[src/rtl/ddr3_app_arbiter.sv]
// ddr3_app_arbiter: round-robin two-port arbiter/sequencer for the DDR3 app UI.
// Ports: p0_*/p1_* requester side, app_* controller side, rd_orphan sticky error.
module ddr3_app_arbiter #(
  parameter int ADDR_W   = 29,
  parameter int DATA_W   = 256,
  parameter int MASK_W   = 32,
  parameter int RD_DEPTH = 8
) (
  input  logic              clk,
  input  logic              rst_n,
  input  logic              init_calib_complete,
  input  logic              p0_req,
  input  logic [2:0]        p0_cmd,
  input  logic [ADDR_W-1:0] p0_addr,
  input  logic [DATA_W-1:0] p0_wdata,
  input  logic [MASK_W-1:0] p0_wmask,
  output logic              p0_ack,
  output logic              p0_rvalid,
  output logic [DATA_W-1:0] p0_rdata,
  input  logic              p1_req,
  input  logic [2:0]        p1_cmd,
  input  logic [ADDR_W-1:0] p1_addr,
  input  logic [DATA_W-1:0] p1_wdata,
  input  logic [MASK_W-1:0] p1_wmask,
  output logic              p1_ack,
  output logic              p1_rvalid,
  output logic [DATA_W-1:0] p1_rdata,
  input  logic              app_rdy,
  output logic              app_en,
  output logic [2:0]        app_cmd,
  output logic [ADDR_W-1:0] app_addr,
  input  logic              wr_data_rdy,
  output logic              app_wdf_wren,
  output logic              app_wdf_end,
  output logic [DATA_W-1:0] app_wdf_data,
  output logic [MASK_W-1:0] app_wdf_mask,
  output logic              app_burst,
  input  logic              app_rd_data_valid,
  input  logic [DATA_W-1:0] app_rd_data,
  output logic              rd_orphan
);

  localparam int PW = $clog2(RD_DEPTH);
  localparam int CW = PW + 1;

  typedef enum logic [1:0] {
    IDLE,
    CMD,
    WDATA
  } state_t;

  state_t        state;
  logic          last_grant;
  logic          cur_port;
  logic          cur_wr;

  logic          tag_mem [RD_DEPTH];
  logic [PW-1:0] wr_ptr;
  logic [PW-1:0] rd_ptr;
  logic [CW-1:0] count;

  logic rd0, rd1;
  logic el0, el1;
  logic pick;
  logic full, empty;
  logic push, pop;
  logic head;

  assign app_burst = 1'b0;

  assign full  = (count == CW'(RD_DEPTH));
  assign empty = (count == '0);
  assign head  = tag_mem[rd_ptr];

  assign rd0 = (p0_cmd == 3'b001);
  assign rd1 = (p1_cmd == 3'b001);

  // A port whose ack is showing still holds req this cycle; mask it so the
  // same request is not granted twice.
  assign el0 = p0_req & ~p0_ack & (~rd0 | ~full);
  assign el1 = p1_req & ~p1_ack & (~rd1 | ~full);

  assign pick = (el0 & el1) ? ~last_grant : el1;

  assign push = (state == CMD) & app_rdy & ~cur_wr;
  assign pop  = app_rd_data_valid & ~empty;

  always_ff @(posedge clk or negedge rst_n) begin
    if (!rst_n) begin
      state        <= IDLE;
      last_grant   <= 1'b1;
      cur_port     <= 1'b0;
      cur_wr       <= 1'b0;
      app_en       <= 1'b0;
      app_cmd      <= '0;
      app_addr     <= '0;
      app_wdf_wren <= 1'b0;
      app_wdf_end  <= 1'b0;
      app_wdf_data <= '0;
      app_wdf_mask <= '0;
      p0_ack       <= 1'b0;
      p1_ack       <= 1'b0;
    end else begin
      p0_ack <= 1'b0;
      p1_ack <= 1'b0;
      case (state)
        IDLE: begin
          if (init_calib_complete && (el0 || el1)) begin
            cur_port     <= pick;
            last_grant   <= pick;
            cur_wr       <= pick ? ~rd1 : ~rd0;
            app_cmd      <= pick ? p1_cmd : p0_cmd;
            app_addr     <= pick ? p1_addr : p0_addr;
            app_wdf_data <= pick ? p1_wdata : p0_wdata;
            app_wdf_mask <= pick ? p1_wmask : p0_wmask;
            app_en       <= 1'b1;
            state        <= CMD;
          end
        end
        CMD: begin
          if (app_rdy) begin
            app_en <= 1'b0;
            if (cur_wr) begin
              app_wdf_wren <= 1'b1;
              app_wdf_end  <= 1'b1;
              state        <= WDATA;
            end else begin
              p0_ack <= ~cur_port;
              p1_ack <= cur_port;
              state  <= IDLE;
            end
          end
        end
        WDATA: begin
          if (wr_data_rdy) begin
            app_wdf_wren <= 1'b0;
            app_wdf_end  <= 1'b0;
            p0_ack       <= ~cur_port;
            p1_ack       <= cur_port;
            state        <= IDLE;
          end
        end
        default: state <= IDLE;
      endcase
    end
  end

  always_ff @(posedge clk) begin
    if (push) tag_mem[wr_ptr] <= cur_port;
  end

  always_ff @(posedge clk or negedge rst_n) begin
    if (!rst_n) begin
      wr_ptr <= '0;
      rd_ptr <= '0;
      count  <= '0;
    end else begin
      if (push) wr_ptr <= wr_ptr + 1'b1;
      if (pop)  rd_ptr <= rd_ptr + 1'b1;
      case ({push, pop})
        2'b10:   count <= count + 1'b1;
        2'b01:   count <= count - 1'b1;
        default: count <= count;
      endcase
    end
  end

  always_ff @(posedge clk or negedge rst_n) begin
    if (!rst_n) begin
      p0_rvalid <= 1'b0;
      p1_rvalid <= 1'b0;
      p0_rdata  <= '0;
      p1_rdata  <= '0;
      rd_orphan <= 1'b0;
    end else begin
      p0_rvalid <= pop & ~head;
      p1_rvalid <= pop & head;
      if (pop && !head) p0_rdata <= app_rd_data;
      if (pop && head)  p1_rdata <= app_rd_data;
      if (app_rd_data_valid && empty) rd_orphan <= 1'b1;
    end
  end

endmodule
[config.mk]
export PLATFORM = sky130hd
export DESIGN_NAME = ddr3_app_arbiter
export DESIGN_NICKNAME = d
export VERILOG_FILES = /design/src/rtl/ddr3_app_arbiter.sv
export SDC_FILE = /design/constraint.sdc
export NUM_CORES = 1
export LEC_CHECK = 0
export CAP_MARGIN = 20
export CORE_AREA = 3 3 670 672
export CTS_CLUSTER_DIAMETER = 200
export DETAILED_ROUTE_END_ITERATION = 10
export DIE_AREA = 0 0 673 675
export GPL_ROUTABILITY_DRIVEN = 0
export SLEW_MARGIN = 20
export SYNTH_ARGS = -nofsm -noshare
export SYNTH_HDL_FRONTEND = slang
export SYNTH_SLANG_ARGS = --single-unit
[constraint.sdc]
create_clock -name clk -period 4.68 [get_ports clk]
set_input_delay 0.702 -clock clk [delete_from_list [all_inputs] [get_ports clk]]
set_output_delay 0.702 -clock clk [all_outputs]
set_load 0.005 [all_outputs]
==> results of run 1 <==
[cells by family (layout without fill, tap and decap cells)]
kind of cell             count (synthesis)  count (layout)  synth area share, %
multiplexers                           836             836                25.75
XOR/XNOR                                 8               8               0.1996
other                                    1              64              0.01069
flip-flops                             862             862                61.58
buffers and inverters                  174            2011                2.923
AND/OR/NAND/NOR                        377             377                4.232
AO/OA/AOI/OAI                          343             343                5.020
adder cells (fa/ha/maj)                  8               8               0.2852
[layout make-up]
type                    count  area, um2
repair buffers           1816      18200
multi-input cells        1573      12480
fillers                 49680     380700
inverters                   7      26.28
well taps                5928       7417
diodes                     63      157.7
flip-flops and latches    862      21610
clock buffers             154       3139
clock inverters            34      427.9
[layout by cell type, fill, tap and decap left out, types with 2 or more instances in the layout]
cell type | netlist | layout
xnor2_1 | 4 | 4
diode_2 | 0 | 63
inv_8 | 0 | 2
a221oi_1 | 2 | 2
ha_1 | 8 | 8
mux2i_1 | 320 | 320
mux2_1 | 22 | 22
nor2_1 | 15 | 14
a21oi_1 | 4 | 4
clkbuf_16 | 0 | 111
nor2b_1 | 4 | 4
clkdlybuf4s50_1 | 0 | 1738
a31oi_1 | 3 | 3
xor2_1 | 4 | 4
clkbuf_8 | 0 | 20
inv_1 | 7 | 7
clkinv_2 | 0 | 17
nor3b_1 | 3 | 3
buf_4 | 21 | 60
edfxtp_1 | 8 | 8
mux2_2 | 492 | 492
o21ai_0 | 324 | 324
nor3_1 | 2 | 2
inv_6 | 0 | 2
o22ai_1 | 2 | 2
buf_12 | 0 | 15
nand2_1 | 342 | 342
bufinv_16 | 0 | 9
clkinv_4 | 0 | 2
mux4_2 | 2 | 2
nand2b_1 | 4 | 4
clkinvlp_4 | 0 | 2
clkbuf_1 | 41 | 23
dfrtp_1 | 853 | 853
[state kept, by name, summed over array words and instances (netlist names), 2 cells and up]
register      count
app_addr         29
app_cmd           3
app_wdf_data    256
app_wdf_mask     32
count             4
p0_rdata        256
p1_rdata        256
rd_ptr            3
state             2
tag_mem           8
wr_ptr            3
[metrics by stage]
stage | cell area, um2 | worst slack, ps
6_report | 63460 | 1515
4_1_cts | 63300 | 1376
3_3_place_gp | 59690 | 1271
5_1_grt | 63380 | 1329
3_5_place_dp | 59720 | 1221
2_1_floorplan | 35090 | 2297
[per-layer routing]
metal  GRT usage (%)  vias up
met3           10.95      778
li1                -    12780
met2           21.93     1768
met5               0        -
met4           4.310      242
met1           13.84    14860
[where the power goes]
group / internal [mW] / leakage [nW] / switching [mW]
Sequential: 11.2 / 10.3 / 2.28
Clock: 5.13 / 1.76 / 3.51
Combinational: 10.4 / 12.8 / 10.3
Total: 26.7 / 24.9 / 16.1
[critical path, stage by stage, from the launching register on]
cell,delay (ps)
dfrtp_1,470
nor4b_4,650
and2_1,230
a311o_2,180
buf_12,200
buf_12,340
buf_4,430
mux2i_1,220
o21ai_0,110
[path summary, 6_finish.rpt]
path | startpoint | to | slack (ps)
max | count[2]$_DFFE_PN0P_ | app_wdf_data[137]$_DFFE_PN0P_ | 1510
min | rst_n | p1_rdata[25]$_DFFE_PN0P_ | 430
max reg2reg | count[2]$_DFFE_PN0P_ | app_wdf_data[137]$_DFFE_PN0P_ | 1510
min reg2reg | app_wdf_mask[29]$_DFFE_PN0P_ | app_wdf_mask[29]$_DFFE_PN0P_ | 480
max in group asynchronous | rst_n | app_wdf_data[89]$_DFFE_PN0P_ | 2880
min in group clk | app_wdf_mask[29]$_DFFE_PN0P_ | app_wdf_mask[29]$_DFFE_PN0P_ | 480
==> flow_summary_export.csv, run 1 <==
group,metric,value,unit
critical_path,arrival,3790,ps
grt,grt_antenna_before_repair,310,
route,drcViolationCount,0,
layout,layout-drive-gt1-share,16.71,%
timing,minimum_hold_slack,434.2,ps
grt,globalRouteOverflowTotal,0,
route,drt-wirelength-per-cell,31.58,um
layout,final_core_utilization,14.29,%
layout,flow.area_growth_from_synthesis,80.82,%
synth,synth_largest_area_cell,"dfrtp_1",
clocking,post-cts-setup-buffers,0,
synth,synth.ff_latch_count,862,
grt,global_route_wire_length_before_repair,391900,um
die,io-pin-count,1745,
route,first_iter_violations,2190,
clocking,clk_root_buffer_cell,"clkbuf_16",
die,floorplan_die_width,673,um
clocking,clock_tree.buffer_depth,4,
route,wl_met1,110300,um
placement,io_buffers,1743,
synth,synth.cells.most_frequent,"dfrtp_1 (853), mux2_2 (492), nand2_1 (342)",
timing,max_freq,315.9,MHz
route,route.met3.wl,58300,um
clocking,cts.htree.levels,3,
synth,mean_post_synth_cell_area,13.45,um2
route,maxUsedRoutingLayer,"met5",
route,routed_wire_length,329700,um
route,vias_per_cell,2.915,
synth,yosys_most_used_dff,"dfrtp_1",
route,drt_pass1_iterations,5,
die,core,444200,um2
critical_path,setup.worst_path.start_class,"flop",
clocking,tritoncts_num_sinks,862,
power_and_ir_drop,p_per_area,675.8,nW/um2
critical_path,cp.required,5300,ps
route,final_antenna_net_count,0,
timing,hold_viol_final,0,
timing,setup_viol,0,
timing,finalClockSkew,92.46,ps
critical_path,path_max_fanout,51,
layout,final_nets,5281,
clocking,postCtsResizedCells,0,
synth,synth_area,35090,um2
synth,post-synth-top-area-fraction,60.82,%
clocking,tritoncts_clock_tree,"built",
timing,max_slew.worst_pin.slew,1060,ps
grt,first_global_vias,29110,
timing,post-route-min-period,3165,ps
die,initial_core_util,7.901,%
synth,yosysUniqueCellTypes,41,
run_status,result_of_the_run,"finished clean",
layout,stdcell_count,10440,
critical_path,r2r_cells,8,
timing,rsz0062_at_grt,"no",
synth,synth-async-reset-ratio,99.07,%
grt,largest_net_degree_at_the_start_of_global_routing,187,
synth,yosys_warnings,0,
synth,synth-seq-area-share,61.58,%
route,detailroute.via_count,30430,
clocking,clkLatencyLatePin,850,ps
synth,synth_enable_flop_cells,8,
clocking,path_clk_slew,70,ps
flow_run,max_capacitance_violation_count,0,
power_and_ir_drop,peakVddDrop,0.0002764,V
synth,most_repeated_cell_in_the_gate_level_netlist_after_synthesis,"dfrtp_1",
die,die_height,675,um
grt,track_usage,13.86,%
min_path,hp-class,"input pin to async pin",
die,rows,245,
synth,synthTopCellsByArea,"dfrtp_1 (61%), mux2_2 (16%), mux2i_1 (9.1%), o21ai_0 (4.6%), nand2_1 (3.7%)",
timing,timing_max_transition_violations_final,0,
synth,syn_nets,3521,
power_and_ir_drop,power.total,42.89,mW
synth,syn_inst,2609,
die,design.die.area,454300,um2
power_and_ir_drop,p_leak,24.87,nW
clocking,postCtsHoldBufs,1,
placement,place_hpwl,295100,um
timing,fin_crit_sh,67.63,%
critical_path,worstSetupPathType,"flop to flop",
timing,finalSetupTns,0,ps
route,wire_length_on_met2,146400,um
timing,slew_headroom,29.08,%
critical_path,timing.critical_path.to_type,"flop",
clocking,cts_buffers,109,
placement,place_inst,10190,
No activity file was read; power rests on OpenSTA's default activity.
==> run 2: changes to the inputs <==
Settings changed: CORE_AREA 3 3 670 672 to 3 3 689 691, DIE_AREA 0 0 673 675 to 0 0 692 694.
Clock period 4.68 ns to 2.65 ns, I/O delays scaled along.
==> run 2 against run 1 <==
Routed wire length up 5.0%; fmax up 24%; setup slack worse by 1400 ps; die area up 5.7%; first-iteration DRC count up 5.8%; power up 82%; global-route usage about the same; final area up 2.7%; highest routed layer unchanged; sequential cell count unchanged; non-clock buffer count up 117.
==> flow_summary_export.csv, run 2 (synthesis gave the netlist of run 1 again) <==
group,metric,value,unit
run_status,result_of_the_run,"finished clean",
placement,io_buffers,1743,
layout,reg_top3,"app_wdf_data (256), p0_rdata (256), p1_rdata (256)",
timing,post-route-min-period,2555,ps
critical_path,cp.required,3350,ps
layout,layout-drive-gt1-share,20.06,%
route,routed_wire_length,346200,um
timing,slew_headroom,48.85,%
min_path,min_from,"app_rd_data[107]",
timing,fin_crit_sh,96.40,%
clocking,tritoncts_num_sinks,862,
placement,place_inst,10600,
timing,max_slew.worst_pin.slew,770.2,ps
timing,finalSetupTns,0,ps
timing,rsz0062_at_grt,"yes",
grt,grt_antenna_before_repair,307,
timing,timing_max_transition_violations_final,0,
critical_path,cp_common_cell,"buf_4",
timing,hold_viol_final,0,
die,initial_core_util,7.470,%
grt,first_global_vias,30510,
die,io-pin-count,1745,
critical_path,worst_path_largest_cell_delay,480,ps
grt,global_route_wire_length_before_repair,414400,um
layout,mostFrequentLayoutCell,"clkdlybuf4s50_1",
clocking,tritoncts_clock_tree,"built",
timing,setup_ws,95.35,ps
critical_path,r2r_cells,8,
power_and_ir_drop,p_leak,25.80,nW
timing,finalClockSkew,111.2,ps
die,rows,252,
layout,flow.area_growth_from_synthesis,85.76,%
grt,largest_net_degree_at_the_start_of_global_routing,77,
min_path,hp-class,"input pin to flop",
die,core,469800,um2
flow_run,max_capacitance_violation_count,0,
critical_path,setup.worst_path.start_class,"flop",
critical_path,arrival,3260,ps
critical_path,slowest_stage,"dfrtp_1",
die,design.die.area,480200,um2
critical_path,worstSetupPathType,"flop to flop",
layout,layout_common_cells,"clkdlybuf4s50_1 (1654), dfrtp_1 (853), mux2_2 (492)",
route,drt_pass1_iterations,5,
critical_path,timing.critical_path.to_type,"flop",
critical_path,timing.critical_path.buf_inv,3,
die,die_height,694,um
layout,final_nets,5402,
clocking,cts_buffers,113,
min_path,hold_end,"p1_rdata[107]$_DFFE_PN0P_",
critical_path,reg2reg_setup_slack,100,ps
critical_path,regToRegStartpoint,"count[0]$_DFFE_PN0P_",
critical_path,path_max_fanout,14,
route,drt-wirelength-per-cell,31.78,um
clocking,clkLatencyLatePin,900,ps
critical_path,timing.critical_path.max_delay_family,"buffers and inverters",
power_and_ir_drop,peakVddDrop,0.0005275,V
route,detailroute.via_count,31320,
grt,track_usage,13.86,%
timing,minimum_hold_slack,137.0,ps
critical_path,cp_cell_sequence,"nor4b_4 > nand2_1 > a311o_2 > buf_12 > buf_4 > mux2i_2 > buf_4 > o21ai_0",
grt,globalRouteOverflowTotal,0,
placement,placement.setup.worst_slack,-526.0,ps
route,first_iter_violations,2317,
route,vias_per_cell,2.876,
critical_path,worst_r2r_endpoint,"app_wdf_data[214]$_DFFE_PN0P_",
route,final_antenna_net_count,0,
clocking,path_clk_slew,60,ps
power_and_ir_drop,p_per_area,1200,nW/um2
timing,max_freq,391.4,MHz
clocking,clk_root_buffer_cell,"clkbuf_16",
min_path,whs_path_depth,2,
timing,setup_viol,0,
clocking,clock_tree.buffer_depth,4,
die,floorplan_die_width,692,um
placement,place_hpwl,311500,um
clocking,cts.htree.levels,3,
layout,stdcell_count,10890,
route,drcViolationCount,0,
-- run 2: repair_timing --
| action | 4_1_cts | 5_1_grt |
|---|---|---|
| pin swaps | 0 | 1 |
| endpoints found under the setup margin | 37 | 9 |
| cloned | 0 | 0 |
| gates resized for setup | 37 | 8 |
| hold buffers | 2 | 0 |
| setup buffers | 0 | 0 |
| hold endpoints to repair | 315 | 0 |
-- run 2: where the power goes --
part           switching, mW  internal, mW  leakage, nW  total (mW)
logic                   19.6          18.9         13.6        38.5
clock network           6.66          9.21         1.86        15.9
registers               4.02          19.8         10.3        23.8
total                   30.3          47.9         25.8        78.2
-- run 2: cell type report --
type,instances,area [um2]
Fill cell,52850,404600
Sequential cell,862,21610
Timing Repair Buffer,1933,19290
Multi-Input combinational cell,1573,12490
Tap cell,6223,7786
Clock buffer,155,3226
Clock inverter,42,521.8
Antenna cell,97,242.7
Inverter,7,26.28
-- run 2: worst max-delay path by stage --
stage	start	end	slack, ps	cells after the start
floorplan	state[1]$_DFFE_PN0P_	count[2]$_DFFE_PN0P_	270	12
global placement	p1_cmd[0]	app_wdf_data[214]$_DFFE_PN0P_	-490	9
detailed placement	p1_cmd[0]	app_wdf_data[214]$_DFFE_PN0P_	-530	9
CTS	p1_rdata[174]$_DFFE_PN0P_	p1_rdata[174]	1	1
global route	count[2]$_DFFE_PN0P_	count[2]$_DFFE_PN0P_	-30	11
finish	count[0]$_DFFE_PN0P_	app_wdf_data[214]$_DFFE_PN0P_	100	8
-- run 2: routing by layer --
metal	up-vias	GRT usage, %	part of all wire [%]
met1	15330	13.68	33
met4	268	4.997	4.6
met3	827	12.00	19
met2	1880	21.00	43
met5	-	0	0.50
li1	13020	-	-
-- run 2: per-stage QoR --
step	utilization [%]	cell area [um2]	power [mW]
2_1_floorplan	-	35090	34.71
3_3_place_gp	13.03	61200	63.49
3_5_place_dp	13.03	61200	63.82
4_1_cts	13.82	64920	80.10
5_1_grt	13.85	65060	82.78
6_report	13.88	65190	78.24
==> run 3: changes to the inputs <==
Settings changed: CORE_AREA 3 3 689 691 to 2 2 688 690, DIE_AREA 0 0 692 694 to 0 0 690 692, GPL_TIMING_DRIVEN from default to 0.
==> run 3 against run 2 <==
The run now ends with hold timing, setup timing left; critical path depth rose by 1; via count rose by 5.6%; highest routed layer unchanged; critical path type unchanged; non-clock buffer count rose by 23; first-iteration DRC count rose by 28%.
==> flow_summary_export.csv, run 3 (synthesis gave the netlist of run 1 again) <==
group,metric,value,unit
grt,globalRouteOverflowTotal,0,
clocking,cts.htree.levels,3,
power_and_ir_drop,sw_frac_of_total,38.78,%
timing,max_slew.worst_pin.slew,1152,ps
timing,timing_max_transition_violations_final,0,
critical_path,timing.critical_path.max_delay_family,"buffers and inverters",
placement,place_inst,10590,
power_and_ir_drop,clkPwrFrac,19.8,%
clocking,tritoncts_num_sinks,862,
critical_path,cp.required,3340,ps
placement,place_hpwl,332100,um
clocking,tritoncts_clock_tree,"built",
power_and_ir_drop,comb_power_share,50.5,%
layout,flow.area_growth_from_synthesis,90.37,%
layout,filler_cells_inserted,52660,
critical_path,timing.critical_path.to_type,"flop",
die,io-pin-count,1745,
grt,track_usage,15.12,%
die,rows,252,
timing,rsz0062_at_grt,"yes",
critical_path,timing.critical_path.buf_inv,4,
timing,minimum_hold_slack,-249.8,ps
grt,first_global_vias,31440,
layout,stdcell_count,11010,
clocking,clk_root_buffer_cell,"clkbuf_16",
clocking,path_clk_slew,60,ps
power_and_ir_drop,power.internal,48.58,mW
timing,setup_viol,5,
clocking,clock_tree.buffer_depth,4,
layout,final_nets,5423,
critical_path,setup.worst_path.start_class,"flop",
layout,layout-drive-gt1-share,21.24,%
route,detailroute.via_count,33090,
power_and_ir_drop,share_seq_of_total_power,29.8,%
route,drcViolationCount,0,
timing,slew_headroom,22.94,%
layout,reg_top3,"app_wdf_data (256), p0_rdata (256), p1_rdata (256)",
critical_path,path_max_fanout,7,
critical_path,worstSetupPathType,"flop to flop",
grt,global_route_wire_length_before_repair,447000,um
clocking,cts_buffers,111,
grt,grt_antenna_before_repair,383,
die,floorplan_die_width,690,um
critical_path,worst_path_largest_cell_delay,460,ps
critical_path,cp_cell_sequence,"nor4b_4 > buf_12 > nand2_4 > a311o_2 > buf_12 > buf_16 > buf_16 > mux2i_4 > o21ai_1",
timing,hold_viol_final,212,
die,core,469800,um2
min_path,hp-class,"input pin to async pin",
die,design.die.area,477500,um2
route,first_iter_violations,2963,
route,final_antenna_net_count,0,
placement,placement.setup.worst_slack,-1857,ps
layout,layout_common_cells,"clkdlybuf4s50_1 (1696), dfrtp_1 (849), mux2_2 (484)",
route,vias_per_cell,3.005,
critical_path,slowest_stage,"a311o_2",
run_status,failed_checks,"hold timing, setup timing",
timing,max_freq,373.9,MHz
run_status,result_of_the_run,"complete, but fails checks",
power_and_ir_drop,netSwitchingPower,30.78,mW
route,drt-wirelength-per-cell,34.05,um
grt,largest_net_degree_at_the_start_of_global_routing,133,
die,initial_core_util,7.470,%
clocking,clkLatencyLatePin,900,ps
power_and_ir_drop,p_per_area,1188,nW/um2
timing,setup_ws,-24.34,ps
die,die_height,692,um
power_and_ir_drop,peakVddDrop,0.0005638,V
layout,mostFrequentLayoutCell,"clkdlybuf4s50_1",
power_and_ir_drop,p_leak,25.77,nW
route,routed_wire_length,375000,um
critical_path,arrival,3360,ps
timing,finalClockSkew,80.82,ps
clocking,postCtsHoldBufs,5,
flow_run,max_capacitance_violation_count,0,
route,drt_pass1_iterations,5,
timing,fin_crit_sh,100.9,%
timing,post-route-min-period,2674,ps
placement,io_buffers,1743,
==> run 3: changes by cell type in the layout (fill, tap and decap cells not counted), sizes merged, moves of 2 or more <==
cell	previous run	this run
clkinv	21	23
dlygate4sd2	37	39
clkbuf	155	204
buf	235	169
bufinv	7	3
clkdlybuf4s50	1654	1696
diode	97	190
clkinvlp	1	6
==> run 3: power by group through the flow <==
stage / Sequential (mW) / Combinational [mW] / Clock [mW]
2_1_floorplan: 23.7 / 11.0 / 0
3_5_place_dp: 23.7 / 39.0 / 0
5_1_grt: 24.4 / 42.0 / 16.6
4_1_cts: 23.6 / 40.5 / 16.1
6_report: 23.6 / 40.0 / 15.7
3_3_place_gp: 23.7 / 38.7 / 0
==> run 3: area by class of cell <==
class	count	area, um2	area share, %
well taps	6223	7786	11.65
clock inverters	44	430.4	0.6442
multi-input cells	1573	13480	20.17
inverters	7	30.03	0.04495
flip-flops and latches	862	21620	32.36
repair buffers	1793	18190	27.23
plain buffers	163	1570	2.350
clock buffers	157	3232	4.837
diodes	190	475.5	0.7117
==> run 3: repair_timing <==
action | 4_1_cts | 5_1_grt
setup buffers | 22 | 9
endpoints found under the setup margin | 859 | 326
pin swaps | 8 | 8
endpoints found under the hold margin | 295 | 212
gates cloned | 4 | 1
resized for setup | 329 | 100
==> run 3: metrics by stage <==
step                util [%]  area, um2  total power [mW]  setup TNS, ps  hold slack [ps]
global placement       12.84      60330             62.45              -            445.5
detailed placement     12.90      60630             62.72        -842030            333.0
finish                 14.22      66810             79.36         -78.26           -249.8
floorplan                  -      35090             34.71              0            101.9
CTS                    14.04      65980             80.19         -140.9           -286.9
global route           14.18      66640             83.01          -1334           -262.4
==> run 3: path summary, 6_finish.rpt <==
kind / from / end / slack, ps / cells past startpoint
min: rst_n / p1_rdata[255]$_DFFE_PN0P_ / -250 / 4
max: count[1]$_DFFE_PN0P_ / app_wdf_data[90]$_DFFE_PN0P_ / -20 / 9
max in group asynchronous: rst_n / app_wdf_data[125]$_DFFE_PN0P_ / 350 / 7
max reg2reg: count[1]$_DFFE_PN0P_ / app_wdf_data[90]$_DFFE_PN0P_ / -20 / 9
min reg2reg: rd_orphan$_DFFE_PN0P_ / rd_orphan$_DFFE_PN0P_ / 460 / 1
min in group clk: p1_wmask[0] / app_wdf_mask[0]$_DFFE_PN0P_ / 130 / 3
==> run 3: routing by layer <==
layer  vias up  GRT usage (%)  wire (um)
met1     16590          15.88     131900
li1      13230              -          -
met5         -         0.4000       1697
met2      2256          23.08     162700
met3       819          10.21      57130
met4       192          7.199      21550
==> run 3: worst register-to-register path: stages, from the launching register on <==
cell     delay [ps]
dfrtp_2         430
nor4b_4         320
buf_12          180
nand2_4          60
a311o_2         460
buf_12          170
buf_16          180
buf_16          190
mux2i_4         420
o21ai_1         130
